## src/rtl/pipe_skid_reg_pkg.sv

```systemverilog
// Shared pipeline definitions for the skid-buffered register stage.
package pipe_skid_reg_pkg;

   localparam int unsigned OCC_W   = 2;
   localparam int unsigned STALL_W = 16;

   typedef enum logic [OCC_W-1:0] {
      OCC_EMPTY = 2'd0,
      OCC_ONE   = 2'd1,
      OCC_FULL  = 2'd2
   } occ_e;

   // Increment that sticks at all-ones instead of wrapping.
   function automatic logic [STALL_W-1:0] sat_inc(input logic [STALL_W-1:0] v);
      return (v == '1) ? v : v + STALL_W'(1);
   endfunction

endpackage

```

## src/rtl/pipe_skid_flop.sv

```systemverilog
// Load-enable data register with asynchronous active-low reset to a constant.
module pipe_skid_flop #(
   parameter int unsigned           WIDTH     = 8,
   parameter logic [WIDTH-1:0]      RESET_VAL = WIDTH'(1)
) (
   input  logic             clk,
   input  logic             rst,
   input  logic             en,
   input  logic [WIDTH-1:0] d,
   output logic [WIDTH-1:0] q
);

   always_ff @(posedge clk or negedge rst) begin
      if (!rst) begin
         q <= RESET_VAL;
      end else if (en) begin
         q <= d;
      end
   end

endmodule

```

## src/rtl/pipe_skid_reg.sv

```systemverilog
// Two-entry valid/ready register slice: main register drives the output,
// skid register absorbs the one item that arrives while downstream stalls.
module pipe_skid_reg
   import pipe_skid_reg_pkg::*;
#(
   parameter int unsigned      WIDTH     = 8,
   parameter logic [WIDTH-1:0] RESET_VAL = WIDTH'(1)
) (
   input  logic               clk,
   input  logic               rst,
   input  logic               in_valid,
   output logic               in_ready,
   input  logic [WIDTH-1:0]   in_data,
   output logic               out_valid,
   input  logic               out_ready,
   output logic [WIDTH-1:0]   out_data,
   input  logic               flush,
   output logic [OCC_W-1:0]   occupancy,
   output logic [STALL_W-1:0] stall_cnt
);

   occ_e               occ_q, occ_d;
   logic               out_valid_q, out_valid_d;
   logic               in_ready_q, in_ready_d;
   logic [STALL_W-1:0] stall_q, stall_d;
   logic               main_en, skid_en, main_from_skid;
   logic               in_xfer, out_xfer;
   logic [WIDTH-1:0]   main_d, main_q, skid_q;

   assign in_xfer  = in_valid & in_ready_q;
   assign out_xfer = out_valid_q & out_ready;

   // Next-state and data-path steering.
   always_comb begin
      occ_d          = occ_q;
      main_en        = 1'b0;
      skid_en        = 1'b0;
      main_from_skid = 1'b0;
      stall_d        = (out_valid_q && !out_ready) ? sat_inc(stall_q) : stall_q;

      case (occ_q)
         OCC_EMPTY: begin
            if (in_xfer) begin
               main_en = 1'b1;
               occ_d   = OCC_ONE;
            end
         end
         OCC_ONE: begin
            if (in_xfer && out_xfer) begin
               main_en = 1'b1;
            end else if (in_xfer) begin
               skid_en = 1'b1;
               occ_d   = OCC_FULL;
            end else if (out_xfer) begin
               occ_d   = OCC_EMPTY;
            end
         end
         OCC_FULL: begin
            if (out_xfer) begin
               main_en        = 1'b1;
               main_from_skid = 1'b1;
               occ_d          = OCC_ONE;
            end
         end
         default: occ_d = OCC_EMPTY;
      endcase

      // Flush drops validity only; data registers keep their contents.
      if (flush) begin
         occ_d   = OCC_EMPTY;
         main_en = 1'b0;
         skid_en = 1'b0;
      end

      out_valid_d = (occ_d != OCC_EMPTY);
      in_ready_d  = (occ_d != OCC_FULL);
   end

   // in_ready resets low so nothing is accepted until one edge after release.
   always_ff @(posedge clk or negedge rst) begin
      if (!rst) begin
         occ_q       <= OCC_EMPTY;
         out_valid_q <= 1'b0;
         in_ready_q  <= 1'b0;
         stall_q     <= '0;
      end else begin
         occ_q       <= occ_d;
         out_valid_q <= out_valid_d;
         in_ready_q  <= in_ready_d;
         stall_q     <= stall_d;
      end
   end

   assign main_d = main_from_skid ? skid_q : in_data;

   pipe_skid_flop #(.WIDTH(WIDTH), .RESET_VAL(RESET_VAL)) u_main (
      .clk (clk),
      .rst (rst),
      .en  (main_en),
      .d   (main_d),
      .q   (main_q)
   );

   pipe_skid_flop #(.WIDTH(WIDTH), .RESET_VAL(RESET_VAL)) u_skid (
      .clk (clk),
      .rst (rst),
      .en  (skid_en),
      .d   (in_data),
      .q   (skid_q)
   );

   assign in_ready  = in_ready_q;
   assign out_valid = out_valid_q;
   assign out_data  = main_q;
   assign occupancy = occ_q;
   assign stall_cnt = stall_q;

endmodule

```

## config.mk

```make
export PLATFORM = sky130hd
export DESIGN_NAME = pipe_skid_reg
export DESIGN_NICKNAME = d
export VERILOG_FILES = /design/src/rtl/pipe_skid_reg_pkg.sv /design/src/rtl/pipe_skid_flop.sv /design/src/rtl/pipe_skid_reg.sv
export SDC_FILE = /design/constraint.sdc
export NUM_CORES = 1
export LEC_CHECK = 0
export BUFFER_PORTS_ARGS = -buffer_cell sky130_fd_sc_hd__buf_2
export CORE_MARGIN = 5
export CORE_UTILIZATION = 35
export CTS_CLUSTER_DIAMETER = 40
export CTS_CLUSTER_SIZE = 25
export DETAILED_ROUTE_END_ITERATION = 6
export GPL_ROUTABILITY_DRIVEN = 0
export SLEW_MARGIN = 15
export SYNTH_ARGS = -nofsm -noshare
export SYNTH_HDL_FRONTEND = slang
export SYNTH_SLANG_ARGS = --single-unit
```

## constraint.sdc

```tcl
create_clock -name clk -period 5.4 [get_ports clk]
set_input_delay 0.81 -clock clk [delete_from_list [all_inputs] [get_ports clk]]
set_output_delay 0.81 -clock clk [all_outputs]
set_load 0.01 [all_outputs]
```

After elaboration in Yosys (flattened, before gate mapping)
Index checks and enable logic that the tools add are counted.
{"block": "classes", "reduce_logical": 6, "n_addsub": 1, "bitwise_logic": 3, "n_eq_ne": 4, "muxes": 17}
{"cell": "16-bit by 1-bit adder with 16-bit output, second input constant", "count": 1}
{"cell": "16-bit == test, second input constant", "count": 1}
{"cell": "2-bit two-way mux", "count": 6}
{"cell": "1-bit two-way mux", "count": 8}
{"cell": "8-bit two-way mux", "count": 1}
{"cell": "2-bit case mux with 3 select lines", "count": 1}
{"cell": "1-bit case mux with 3 select lines", "count": 1}
{"cell": "1-bit bitwise AND", "count": 2}
{"cell": "2-bit by 1-bit == test with 1-bit output, second input constant", "count": 1}
{"cell": "2-bit == test, second input constant", "count": 1}
{"cell": "1-bit logical AND", "count": 2}
{"cell": "2-bit zero test", "count": 1}
{"cell": "2-bit != test, second input constant", "count": 1}
{"cell": "2-bit AND reduction", "count": 1}
{"cell": "2-bit nonzero test", "count": 1}
{"cell": "1-bit zero test", "count": 1}
{"cell": "1-bit inverter", "count": 1}
{"block": "word_totals", "elab_cells": 37, "register_bits": 36, "in_bits": 13, "output_inout_bits": 28}

Depth between registers and ports, before layout
Gate-level depths: netlist of run 1.
{"block": "depth", "ltp_word": 7, "mapped_depth": 5, "ltp_nobuf": 5}

Hierarchy
From an unflattened synthesis of run 1, not the netlist that was laid out.
{"block": "unflattened", "hier_cells": 145, "hier_area_um2": 1821.7}
{"module": "pipe_skid_reg", "n_inst": 1, "cells_per_inst": 111, "area_per_inst_um2": 1156.1}
{"module": "pipe_skid_flop", "n_inst": 2, "cells_per_inst": 17, "area_per_inst_um2": 332.8}

Worst setup path after synthesis of run 1
Ideal clock, no wire load.
{"block": "synth_path", "kind": "input to register", "startpoint": "input port out_ready", "endpoint": "register stall_q[15] (netlist: stall_cnt[15])", "arrival_time_ns": 1.765, "n_path_buf": 0, "setup_time_ns": 0.128, "t_required_ns": 5.272, "path_stages": 4, "slack_ns": 3.507, "path_cell_list": "or2b_2 nor3_1 nand4_1 mux2_1"}
{"block": "synth_via", "elab_chain_len": 3}
{"item": "start: declaration", "line_no": "pipe_skid_reg.sv:15", "source": "input logic out_ready,"}
{"item": "1-bit zero test", "line_no": "pipe_skid_reg.sv:39", "source": "stall_d = (out_valid_q && !out_ready) ? sat_inc(stall_q) : stall_q;"}
{"item": "1-bit logical AND", "line_no": "pipe_skid_reg.sv:39"}
{"item": "2-bit AND reduction (no line)"}
{"item": "end signal: assignment", "line_no": "pipe_skid_reg.sv:90", "source": "stall_q <= stall_d;"}
{"item": "end: declaration", "line_no": "pipe_skid_reg.sv:25", "source": "logic [STALL_W-1:0] stall_q, stall_d;"}
No other way between the ends.
A chain may end at the register's enable or synchronous reset.

Final worst setup path of run 1
{"block": "layout_path", "startpoint": "register stall_q[0] (netlist: stall_cnt[0])", "endpoint": "register stall_q[1] (netlist: stall_cnt[1])"}
{"block": "layout_via", "elab_chain_len": 3}
{"item": "branches (longest 3 deep; another with 16-bit by 1-bit adder with 16-bit output)"}
Several ways; the timed one is not identified.

==> results.cfg, run 1 <==
[outcome]
status = finished, final reports clean

[die]
die_w_um = 80.39
rows = 25
floorplan.initialDensity_pct = 36.47
die_area_sq_um = 6463
core_area_sq_um = 4755
die_h_um = 80.39
ioPinCount = 41

[route]
wire_per_inst_um = 14.15
drtAntennaViolNets = 0
drc_errors = 0
dr.pass1.iters = 4
drt_iter0_markers = 55
viasPerCell = 4.933
num_vias = 1248
wl_um = 3579

[timing]
slew_headroom_pct = 47.07
worst_pin_slew_ns = 0.7940
grt_setup_unrepaired = no
final_hold_viol_count = 0
fin_crit_ns = 1.912
fin_skew_ns = 0.002678
setup_viol = 0
setup_tns_ns = 0
holdWs_ns = 0.5094
post-route-period-util_pct = 35.40
fmax_mhz = 523.1
slew_violations = 0

[grt]
grt_pass1_vias = 1388
grt_pass1_wl_um = 6141
antenna_found_initial = 0
grt_max_degree = 37
grt_overflow = 0
grt.total_usage_pct = 12.27

[yosys]
synthArstFlopShare_pct = 100.0
synth_edf_count = 0
synth_area_sq_um = 1734
syn_area_per_cell_sq_um = 12.48
syn_inst = 139
syn_nets = 153
synth_top_area_share_pct = 49.06
synth-seq-area-share_pct = 52.09
synth_ff_type = dfrtp_1
ys_warn_count = 0
synthTopCellsByArea = dfrtp_1 49%, mux2_2 16%, xor2_1 5.1%
ys_types = 35
yosysTopAreaCell = dfrtp_1
yosys_register_bits = 36

[final_layout]
final_common_cell = buf_2
fill_cells = 466
syn_to_final_growth_pct = 22.80
final_cells = 253
drive_above_1_share_pct = 45.70
final_cell_mix = 40 x buf_2, 34 x dfrtp_1, 24 x mux2_2
multi_input_area_sq_um = 823.3
nNetsFinal = 199
antenna_cells = 0
regArea_sq_um = 903.4

[clock_tree]
cts.sinks = 36
h-tree-depth = 2
cts_root_buf = clkbuf_8
postCtsHoldBufs = 0
post_cts_resize_count = 0
cts.clk_slew.worst_paths_ns = 0.07
cts_buffers = 5
cts_tree = done
clk_path_buf_depth = 2
postCtsSetupBuffers = 0
insertion_delay_ns = 0.28

[hold_path]
holdCritPathClass = reg -> reg

[setup_path]
startpoint_type = flip-flop
crit_fanout = 9
cp-end-kind = flip-flop
crit_chain = ha_1 > nand4_2 > nor4_4 > nor2_2 > mux2_4
required_ns = 5.57
cpMaxStageDelayCell = nor4_4
cp.arrival_ns = 2.08
critPathMaxStageDelay_ns = 0.55
crit_type = reg -> reg

[power_and_ir_drop]
power.density_nw_per_um2 = 371.4
peakVddDrop_uv = 202.6
power.leakage_nw = 1.044
power.total_mw = 0.7910

[placed_design]
post-dp-hpwl_um = 2683
port_buffers = 40
place_inst = 245

[run]
drv_cap = 0
## registers in the layout (all words and copies together) (netlist names)
signal and count:
in_ready 1, occupancy 2, out_valid 1, stall_cnt 16
u_main.q 8, u_skid.q 8
## cell families after synthesis
logic type	after synthesis	synth area share, %
adders and majority gates	1	0.7214
DFF	36	52.09
xor gates and xnor gates	14	7.070
and+or+nand+nor	52	19.19
buffers and inverters	2	0.4325
muxes	26	17.10
AOI/OAI and AO/OA	8	3.391
## worst max-delay path: cells and delay by family, from the launching register on
kind | cells | cell delay [ns]
AND/OR/NAND/NOR | 3 | 0.83
flip-flops | 1 | 0.43
multiplexers | 1 | 0.31
adder cells (fa/ha/maj) | 1 | 0.23
## stage by stage
step                instance area (sq um)  setup WS (ns)  util, %
CTS                                  2130          3.484    44.79
global route                         2130          3.360    44.79
finish                               2130          3.488    44.79
global placement                     2014          3.224    42.37
detailed placement                   2014          3.213    42.37
floorplan                            1734          3.507        -
## cells in the mapped netlist (2+ instances only)
| master | n |
|---|---|
| xnor2_1 | 4 |
| nand2_1 | 9 |
| nor2_1 | 7 |
| and4_1 | 2 |
| nand4_1 | 9 |
| nor4_4 | 2 |
| nand3_1 | 2 |
| xor2_1 | 10 |
| nor3_1 | 6 |
| dfrtp_1 | 34 |
| and3_1 | 2 |
| dfstp_2 | 2 |
| a21oi_1 | 4 |
| mux2_2 | 24 |
| nand4_2 | 2 |
## power by group
group	total (mW)	internal (mW)	switching, mW	leakage, nW
sequential	0.387	0.336	0.0511	0.452
clock	0.239	0.139	0.100	0.0548
combinational	0.165	0.0884	0.0766	0.537
## per-layer routing
layer / GRT usage (%) / share of wire [%] / vias up
li1: - / - / 594
met1: 12.60 / 39 / 616
met2: 22.43 / 54 / 35
met3: 5.045 / 6.5 / 3
met4: 3.885 / 0.20 / 0
met5: 0 / 0 / -
## worst paths after layout
check                           cells past startpoint  slack, ns                      from                        to
min in group asynchronous                           1       0.61                       rst  stall_cnt[8]$_DFFE_PN0P_
worst max register to register                      5       3.49  stall_cnt[0]$_DFFE_PN0P_  stall_cnt[1]$_DFFE_PN0P_
worst min register to register                      1       0.51   u_main.q[3]$_DFFE_PN0P_   u_main.q[3]$_DFFE_PN0P_
worst max-delay path                                5       3.49  stall_cnt[0]$_DFFE_PN0P_  stall_cnt[1]$_DFFE_PN0P_
max in group asynchronous                           1       4.29                       rst   u_main.q[1]$_DFFE_PN0P_
worst min-delay path                                1       0.51   u_main.q[3]$_DFFE_PN0P_   u_main.q[3]$_DFFE_PN0P_
## cell type report
cell class	instances	area share (%)
well taps	67	3.937
multi-input cells	101	38.66
clock inverters	3	2.174
repair buffers	40	9.401
clock buffers	5	3.231
flip-flops and latches	36	42.42
inverters	1	0.1763
(Power assumes the default switching activity.)
==> inputs of run 2 (changes only) <==
==> constraint.sdc (replaced) <==
create_clock -name clk -period 1.7 [get_ports clk]
set_input_delay 0.255 -clock clk [delete_from_list [all_inputs] [get_ports clk]]
set_output_delay 0.255 -clock clk [all_outputs]
set_load 0.01 [all_outputs]
==> run 2 against run 1 <==
- the flow now finishes with violations (hold timing)
- routed wire length grew 2.7%
- sequential cell count is the same
- combinational power grew to 3.8 times the previous value
- register-to-register slack lost 3.4 ns
- sequential share of layout area shrank 1.6 points
- clock skew grew 0.0058 ns
- hold slack lost 0.51 ns
- core utilization grew 1.8 points
- critical path depth is the same
- largest cell class unchanged
==> results.cfg, run 2 (same netlist as run 1, synthesis figures left out) <==
[grt]
grt_max_degree = 37
antenna_found_initial = 0
grt.total_usage_pct = 12.64
grt_pass1_wl_um = 6279
use_met2_pct = 21.03
grt_use_met3_pct = 4.484
gr-usage-met1_pct = 14.76
grt_pass1_vias = 1346
top_usage_layer = met2
grt_overflow = 0

[final_layout]
nNetsFinal = 210
syn_to_final_growth_pct = 27.78
fill_cells = 470
regArea_sq_um = 904.6
largest_reg_flops = 16
final_cell_mix = 40 x buf_2, 33 x dfrtp_1, 24 x mux2_2
final_common_cell = buf_2
antenna_cells = 0
final_core_util_pct = 46.61
stdcell_area_sq_um = 2216
multi_input_area_sq_um = 828.3
drive_above_1_share_pct = 48.73

[outcome]
violations = hold timing
status = finished with violations

[clock_tree]
clk_path_buf_depth = 2
cts_root_buf = clkbuf_8
cts.sinks = 36
cts.clk_slew.worst_paths_ns = 0.07
h-tree-depth = 2
cts_buffers = 5
cts_tree = done
insertion_delay_ns = 0.29

[die]
rows = 25
die_w_um = 80.39
die_area_sq_um = 6463
floorplan.initialDensity_pct = 36.47
core_area_sq_um = 4755
die_h_um = 80.39
ioPinCount = 41

[timing]
fin_crit_ns = 1.641
slew_headroom_pct = 69.83
worst_pin_slew_ns = 0.4525
fmax_mhz = 609.2
setup_viol = 0
final_hold_viol_count = 6
post-route-period-util_pct = 96.55
slew_violations = 0
fin_skew_ns = 0.008459
setup_ws_ns = 0.05859
holdWs_ns = -0.001373
setup_tns_ns = 0

[power_and_ir_drop]
p_sw_mw = 0.7277
p_int_mw = 1.773
power.leakage_nw = 1.113
power.density_nw_per_um2 = 1128
peakVddDrop_uv = 669.2
swShare_pct = 29.10
clockPowerShare_pct = 26.5
pwr-share-seq_pct = 48.3
p_comb_share_pct = 25.3

[placed_design]
placed_area_sq_um = 2090
post-dp-hpwl_um = 2740
port_buffers = 40
post-place-ws_ns = -0.02519

[route]
drt_iter0_markers = 47
num_vias = 1277
drc_errors = 0
wl_um = 3674
wire_per_inst_um = 13.92
viasPerCell = 4.837
dr.pass1.iters = 4
drtAntennaViolNets = 0

[hold_path]
holdCritPathClass = in -> async

[setup_path]
cpMaxStageDelayCell = dfrtp_1
crit_fanout = 9
reg2reg_slack_ns = 0.06
crit_chain = and2b_1 > nand2_4 > a21oi_4 > buf_12 > mux2_2
crit_path_start = occupancy[0]$_DFF_PN0_
startpoint_type = flip-flop
cp_top_family = simple AND/OR/NAND/NOR gates
cp.arrival_ns = 1.81
critPathMaxStageDelay_ns = 0.42
cp-end-kind = flip-flop
crit_buf_inv = 1
r2r-start = occupancy[0]$_DFF_PN0_
required_ns = 1.87
crit_type = reg -> reg

[run]
drv_cap = 0
[run 2: stage by stage]
stage	hold slack (ns)	total power, mW	std cells
6_report	-0.001373	2.501	264
5_1_grt	0.02786	2.643	264
4_1_cts	0.006666	2.542	264
3_5_place_dp	0.3215	1.849	255
3_3_place_gp	0.3121	1.810	255
2_1_floorplan	-0.04059	1.545	139
[run 2: what timing repair did]
item	4_1_cts	5_1_grt
hold endpoints to repair	0	0
resized for setup	0	2
hold buffers	0	0
pin swaps	1	0
cloned	0	0
buffers inserted	1	0
setup endpoints to repair	7	8
[run 2: worst reg2reg max path, delay by kind of cell (launching register included)]
| kind | cells | cell delay, ns |
|---|---|---|
| mux | 1 | 0.33 |
| simple gates | 2 | 0.45 |
| buf+inv | 1 | 0.14 |
| compound gates | 1 | 0.19 |
| flops | 1 | 0.42 |
[run 2: path summary, 6_finish.rpt]
check                                      endpoint  cells past startpoint
setup / recovery            u_main.q[5]$_DFFE_PN0P_                      5
hold / removal             stall_cnt[9]$_DFFE_PN0P_                      2
setup reg to reg            u_main.q[5]$_DFFE_PN0P_                      5
hold reg to reg             u_skid.q[3]$_DFFE_PN0P_                      1
max in group asynchronous   u_main.q[0]$_DFFE_PN1P_                      2
min in group clk            u_skid.q[7]$_DFFE_PN0P_                      2
[run 2: final cells by class]
cell class / count / share of cell area, %
Sequential cell: 36 / 40.82
Multi-Input combinational cell: 101 / 37.38
Timing Repair Buffer: 51 / 13.33
Clock buffer: 8 / 4.517
Tap cell: 67 / 3.783
Inverter: 1 / 0.1694
[run 2: routing by layer]
metal  wire, um  up-vias
li1           -      613
met1       1548      619
met2       1807       40
met3        270        5
met4         47        0
met5          0        -
[run 2: power by group through the flow]
stage	combinational, mW	clock, mW	sequential (mW)
floorplan	0.273	0	1.27
global placement	0.600	0	1.21
detailed placement	0.631	0	1.22
CTS	0.644	0.689	1.21
global route	0.701	0.711	1.23
finish	0.632	0.662	1.21
